$ cat src/rtl/led_trail_fader.sv
// Comet-trail fader: each LED jumps to full brightness while its input is high,
// then decays in fixed steps; brightness is rendered as PWM against a shared counter.

module led_trail_lane #(
  parameter int PWM_BITS   = 8,
  parameter int DECAY_STEP = 16
) (
  input  logic                clk,
  input  logic                rst,
  input  logic                set,
  input  logic                tick,
  input  logic [PWM_BITS-1:0] pwm_cnt,
  output logic                led_out
);
  localparam logic [PWM_BITS-1:0] MAX  = '1;
  localparam logic [PWM_BITS-1:0] STEP = PWM_BITS'(DECAY_STEP);

  logic [PWM_BITS-1:0] level;

  always_ff @(posedge clk) begin
    if (rst) begin
      level   <= '0;
      led_out <= 1'b0;
    end else begin
      // a fresh set wins over a coincident decay tick; decay saturates at 0
      if (set)
        level <= MAX;
      else if (tick)
        level <= (level > STEP) ? level - STEP : '0;
      led_out <= (level == MAX) | (level > pwm_cnt);
    end
  end
endmodule

module led_trail_fader #(
  parameter int N_LEDS     = 8,
  parameter int PWM_BITS   = 8,
  parameter int DECAY_DIV  = 65536,
  parameter int DECAY_STEP = 16
) (
  input  logic              clk,
  input  logic              rst,
  input  logic [N_LEDS-1:0] led_in,
  output logic [N_LEDS-1:0] led_out,
  output logic              pwm_sync
);
  localparam logic [PWM_BITS-1:0] MAX = '1;
  // a 1-bit counter still works for DECAY_DIV=1: it sits at 0 and ticks every cycle
  localparam int DW = (DECAY_DIV > 1) ? $clog2(DECAY_DIV) : 1;
  localparam logic [DW-1:0] DLAST = DW'(DECAY_DIV - 1);

  logic [N_LEDS-1:0]   led_in_q;
  logic [PWM_BITS-1:0] pwm_cnt;
  logic [DW-1:0]       decay_cnt;
  logic                decay_tick;

  assign decay_tick = (decay_cnt == DLAST);

  always_ff @(posedge clk) begin
    if (rst) begin
      led_in_q  <= '0;
      pwm_cnt   <= '0;
      decay_cnt <= '0;
      pwm_sync  <= 1'b0;
    end else begin
      led_in_q  <= led_in;
      pwm_cnt   <= pwm_cnt + 1'b1;
      pwm_sync  <= (pwm_cnt == MAX);
      decay_cnt <= decay_tick ? '0 : decay_cnt + 1'b1;
    end
  end

  for (genvar i = 0; i < N_LEDS; i++) begin : g_lane
    led_trail_lane #(
      .PWM_BITS  (PWM_BITS),
      .DECAY_STEP(DECAY_STEP)
    ) u_lane (
      .clk    (clk),
      .rst    (rst),
      .set    (led_in_q[i]),
      .tick   (decay_tick),
      .pwm_cnt(pwm_cnt),
      .led_out(led_out[i])
    );
  end
endmodule

$ cat config.mk
export PLATFORM = sky130hd
export DESIGN_NAME = led_trail_fader
export DESIGN_NICKNAME = d
export VERILOG_FILES = /design/src/rtl/led_trail_fader.sv
export SDC_FILE = /design/constraint.sdc
export NUM_CORES = 1
export LEC_CHECK = 0
export CELL_PAD_IN_SITES_DETAIL_PLACEMENT = 0
export CELL_PAD_IN_SITES_GLOBAL_PLACEMENT = 1
export CORE_MARGIN = 4
export CORE_UTILIZATION = 49
export CTS_BUF_LIST = sky130_fd_sc_hd__clkbuf_4 sky130_fd_sc_hd__clkbuf_8
export DETAILED_ROUTE_END_ITERATION = 10
export MAX_ROUTING_LAYER = met4
export PLACE_DENSITY_LB_ADDON = 0.25
export SLEW_MARGIN = 20
export SYNTH_ARGS = -nofsm -noshare
export SYNTH_HDL_FRONTEND = slang
export SYNTH_HIERARCHICAL = 1
export SYNTH_SLANG_ARGS = --single-unit
$ cat constraint.sdc
create_clock -name clk -period 4.5 [get_ports clk]
set_input_delay 0.9 -clock clk [delete_from_list [all_inputs] [get_ports clk]]
set_output_delay 0.9 -clock clk [all_outputs]
set_load 0.05 [all_outputs]
==> impl_metrics.env <==
export IMPL_status="complete, no violations"
export IMPL_maxCapViolCount=0
export IMPL_grt_pass1_wl_um=19000
export IMPL_grt_pass1_vias=4286
export IMPL_numCtsBuffers=9
export IMPL_synth_cell_types=35
export IMPL_worst_pin_slew_ns=0.676
export IMPL_syn_to_final_growth_pct=10.7
export IMPL_fin_crit_ns=2.37
export IMPL_cts_resized=0
export IMPL_worst_path_largest_cell_delay_ns=0.80
export IMPL_power_leakage_uw=0.00220
export IMPL_synth_cells=636
export IMPL_drt_total_wl_um=10600
export IMPL_dp_hpwl_um=7620
export IMPL_max_freq_mhz=422
export IMPL_synth_edff_count=0
export IMPL_synth_top_area_share_pct=30.6
export IMPL_die_h_um=112
export IMPL_yosysSeqAreaShare_pct=30.6
export IMPL_clkTransAtPathRegs_ns=0.08
export IMPL_cts_hold_buffers=0
export IMPL_clock_skew_ns=0.0101
export IMPL_r2r_start="decay_cnt[0]"
export IMPL_ant_nets=0
export IMPL_path_cells="clkdlybuf4s50_1"
export IMPL_antenna_found_initial=0
export IMPL_h_tree_depth=3
export IMPL_crit_family="buffers and inverters"
export IMPL_clkLatencyLatePin_ns=0.35
export IMPL_drtIter0Drc=174
export IMPL_timing_final_crit_share_pct=52.7
export IMPL_die_w_um=112
export IMPL_ioPinCount=19
export IMPL_netlist_top_cells_area="dfxtp_1 (31%), ha_1 (21%), inv_1 (7.0%)"
export IMPL_p_per_area_mw_per_mm2=294
export IMPL_fin_nets=766
export IMPL_placed_cell_area_mm2=0.00566
export IMPL_avgRoutedWirePerCell_um=13.1
export IMPL_crit_slowest_cell="clkdlybuf4s50_1"
export IMPL_grt_max_degree=32
export IMPL_portBuffers=18
export IMPL_vias_per_cell=5.38
export IMPL_hold_viol=0
export IMPL_start_util_pct=50.8
export IMPL_critPathKind="register to output port"
export IMPL_multi_input_area_mm2=0.00330
export IMPL_maxSlewHeadroom_pct=54.9
export IMPL_min_from="decay_cnt[0]"
export IMPL_final_max_slew_viol_count=0
export IMPL_crit_path_end_kind="output port"
export IMPL_fin_area_mm2=0.00586
export IMPL_avgSynthCellArea_um2=8.32
export IMPL_cts_root_buf="clkbuf_8"
export IMPL_gp_congestion=0.785
export IMPL_r2r_setup_slack_ns=2.37
export IMPL_yosys_register_bits=81
export IMPL_setup_viol=0
export IMPL_yosys_warnings=6
export IMPL_critPathMaxFanout=1
export IMPL_tns_ns=0
export IMPL_core_area_mm2=0.0104
export IMPL_synthFlopType="dfxtp_1"
export IMPL_cts_tree="built"
export IMPL_antenna_cells=0
export IMPL_rsz0062_at_grt="no"
export IMPL_syn_num_nets=736
export IMPL_grt_use_total_pct=18.5
export IMPL_rows=37
export IMPL_crit_buf_inv=1
export IMPL_hold_end="decay_cnt[0]"
export IMPL_vias=4344
export IMPL_register_area_mm2=0.00162
export IMPL_vdd_ir_drop_max_mv=0.169
export IMPL_cts_buffer_depth=2
export IMPL_pre_cts_slack_ns=2.16
export IMPL_worstSetupStartpointType="register"
export IMPL_ff2ff_path_depth=6
export IMPL_setup_slack_ns=2.13
export IMPL_postCtsSetupBuffers=0
export IMPL_reg2reg_to="decay_cnt[1]"
export IMPL_drive_gt1_share_pct=6.41
export IMPL_holdPathStages=1
export IMPL_grt_remaining_overflow=0
export IMPL_drt_first_pass_iters=5
export IMPL_clock_sinks=81
export IMPL_fillers=998
export IMPL_synth_top_cell_by_area="dfxtp_1"
export IMPL_drc=0
export IMPL_worstPathArrival_ns=1.47
export IMPL_crit_required_ns=3.60
export IMPL_die_area_mm2=0.0125
export IMPL_async_flop_share_pct=0
export IMPL_synth_area_mm2=0.00529
export IMPL_hold_path_class="register to register"
synthesized netlist by cell type (2+ instances only):
cell type / n
nor2b_1: 25
nor3_2: 8
dfxtp_1: 81
and4_2: 8
nor2_1: 56
nand3_2: 2
o21a_1: 8
nor4_1: 2
inv_1: 98
nor3_1: 5
xor2_1: 14
and4_1: 9
a31oi_1: 8
nand4_1: 13
nand3_1: 29
a21oi_1: 65
nor3b_1: 8
o21ai_0: 10
nand2_1: 16
a211oi_1: 16
ha_1: 90
clkbuf_1: 2
o211ai_1: 8
or3_1: 3
o21ai_1: 24
xnor2_1: 12
nand3b_1: 8
cell type report:
class	instances	share of cell area, %
Clock buffer	11	2.37
Clock inverter	5	0.962
Inverter	98	6.28
Multi-Input combinational cell	454	56.3
Sequential cell	81	27.7
Tap cell	136	2.91
Timing Repair Buffer	22	3.50
cells by family after synthesis:
family,share of synthesized area (%)
flip-flops,30.6
XOR/XNOR,4.30
adder cells (fa/ha/maj),21.3
AO/OA/AOI/OAI,15.0
buffers and inverters,7.24
AND/OR/NAND/NOR,21.5
how the worst max path moves through the flow:
stage                             startpoint                         to  slack, ns  cells after the start
finish              g_lane[4].u_lane/led_out                 led_out[4]       2.13                      1
global route        g_lane[0].u_lane/led_out                 led_out[0]       2.07                      1
global placement                         rst              decay_cnt[11]       2.19                      4
detailed placement                       rst               decay_cnt[1]       2.16                      4
CTS                 g_lane[4].u_lane/led_out                 led_out[4]       2.10                      1
floorplan                       decay_cnt[0]  g_lane[0].u_lane/level[6]       1.08                      6
layout by cell type (no fill, tap or decap), drive strengths merged, types with 13 or more instances in the layout:
master         count
nand3             31
nand2             17
a211oi            16
ha                90
nor3              13
nor2              56
o21ai             34
xor2              14
nor2b             25
and4              17
inv               98
nand4             14
a21oi             66
dfxtp             81
clkdlybuf4s50     17
per-stage QoR:
step / cells / util, % / hold slack [ns] / power (uW)
finish: 807 / 56.2 / 0.478 / 1720
global route: 807 / 56.2 / 0.515 / 1830
CTS: 807 / 56.2 / 0.478 / 1750
detailed placement: 791 / 54.3 / 0.458 / 1210
global placement: 791 / 54.3 / 0.439 / 1190
floorplan: 636 / - / 0.429 / 1100
where the power goes:
part           switching [uW]  internal, uW  total (uW)
combinational             192           167         359
sequential               66.2           762         828
clock                     263           268         531
total                     521          1200        1720
registers in the layout (all words and copies together) (netlist names):
name                   flops
g_lane.u_lane/level       40
decay_cnt                 16
g_lane.u_lane/led_out      8
led_in_q                   8
pwm_cnt                    8
pwm_sync                   1
layer usage:
metal	up-vias	wire length [um]	GRT usage [%]
met5	-	0	-
met4	0	161	6.08
met3	15	298	3.59
met2	49	4960	30.9
met1	1999	5190	22.5
li1	2281	-	-
(Power assumes the default switching activity.)
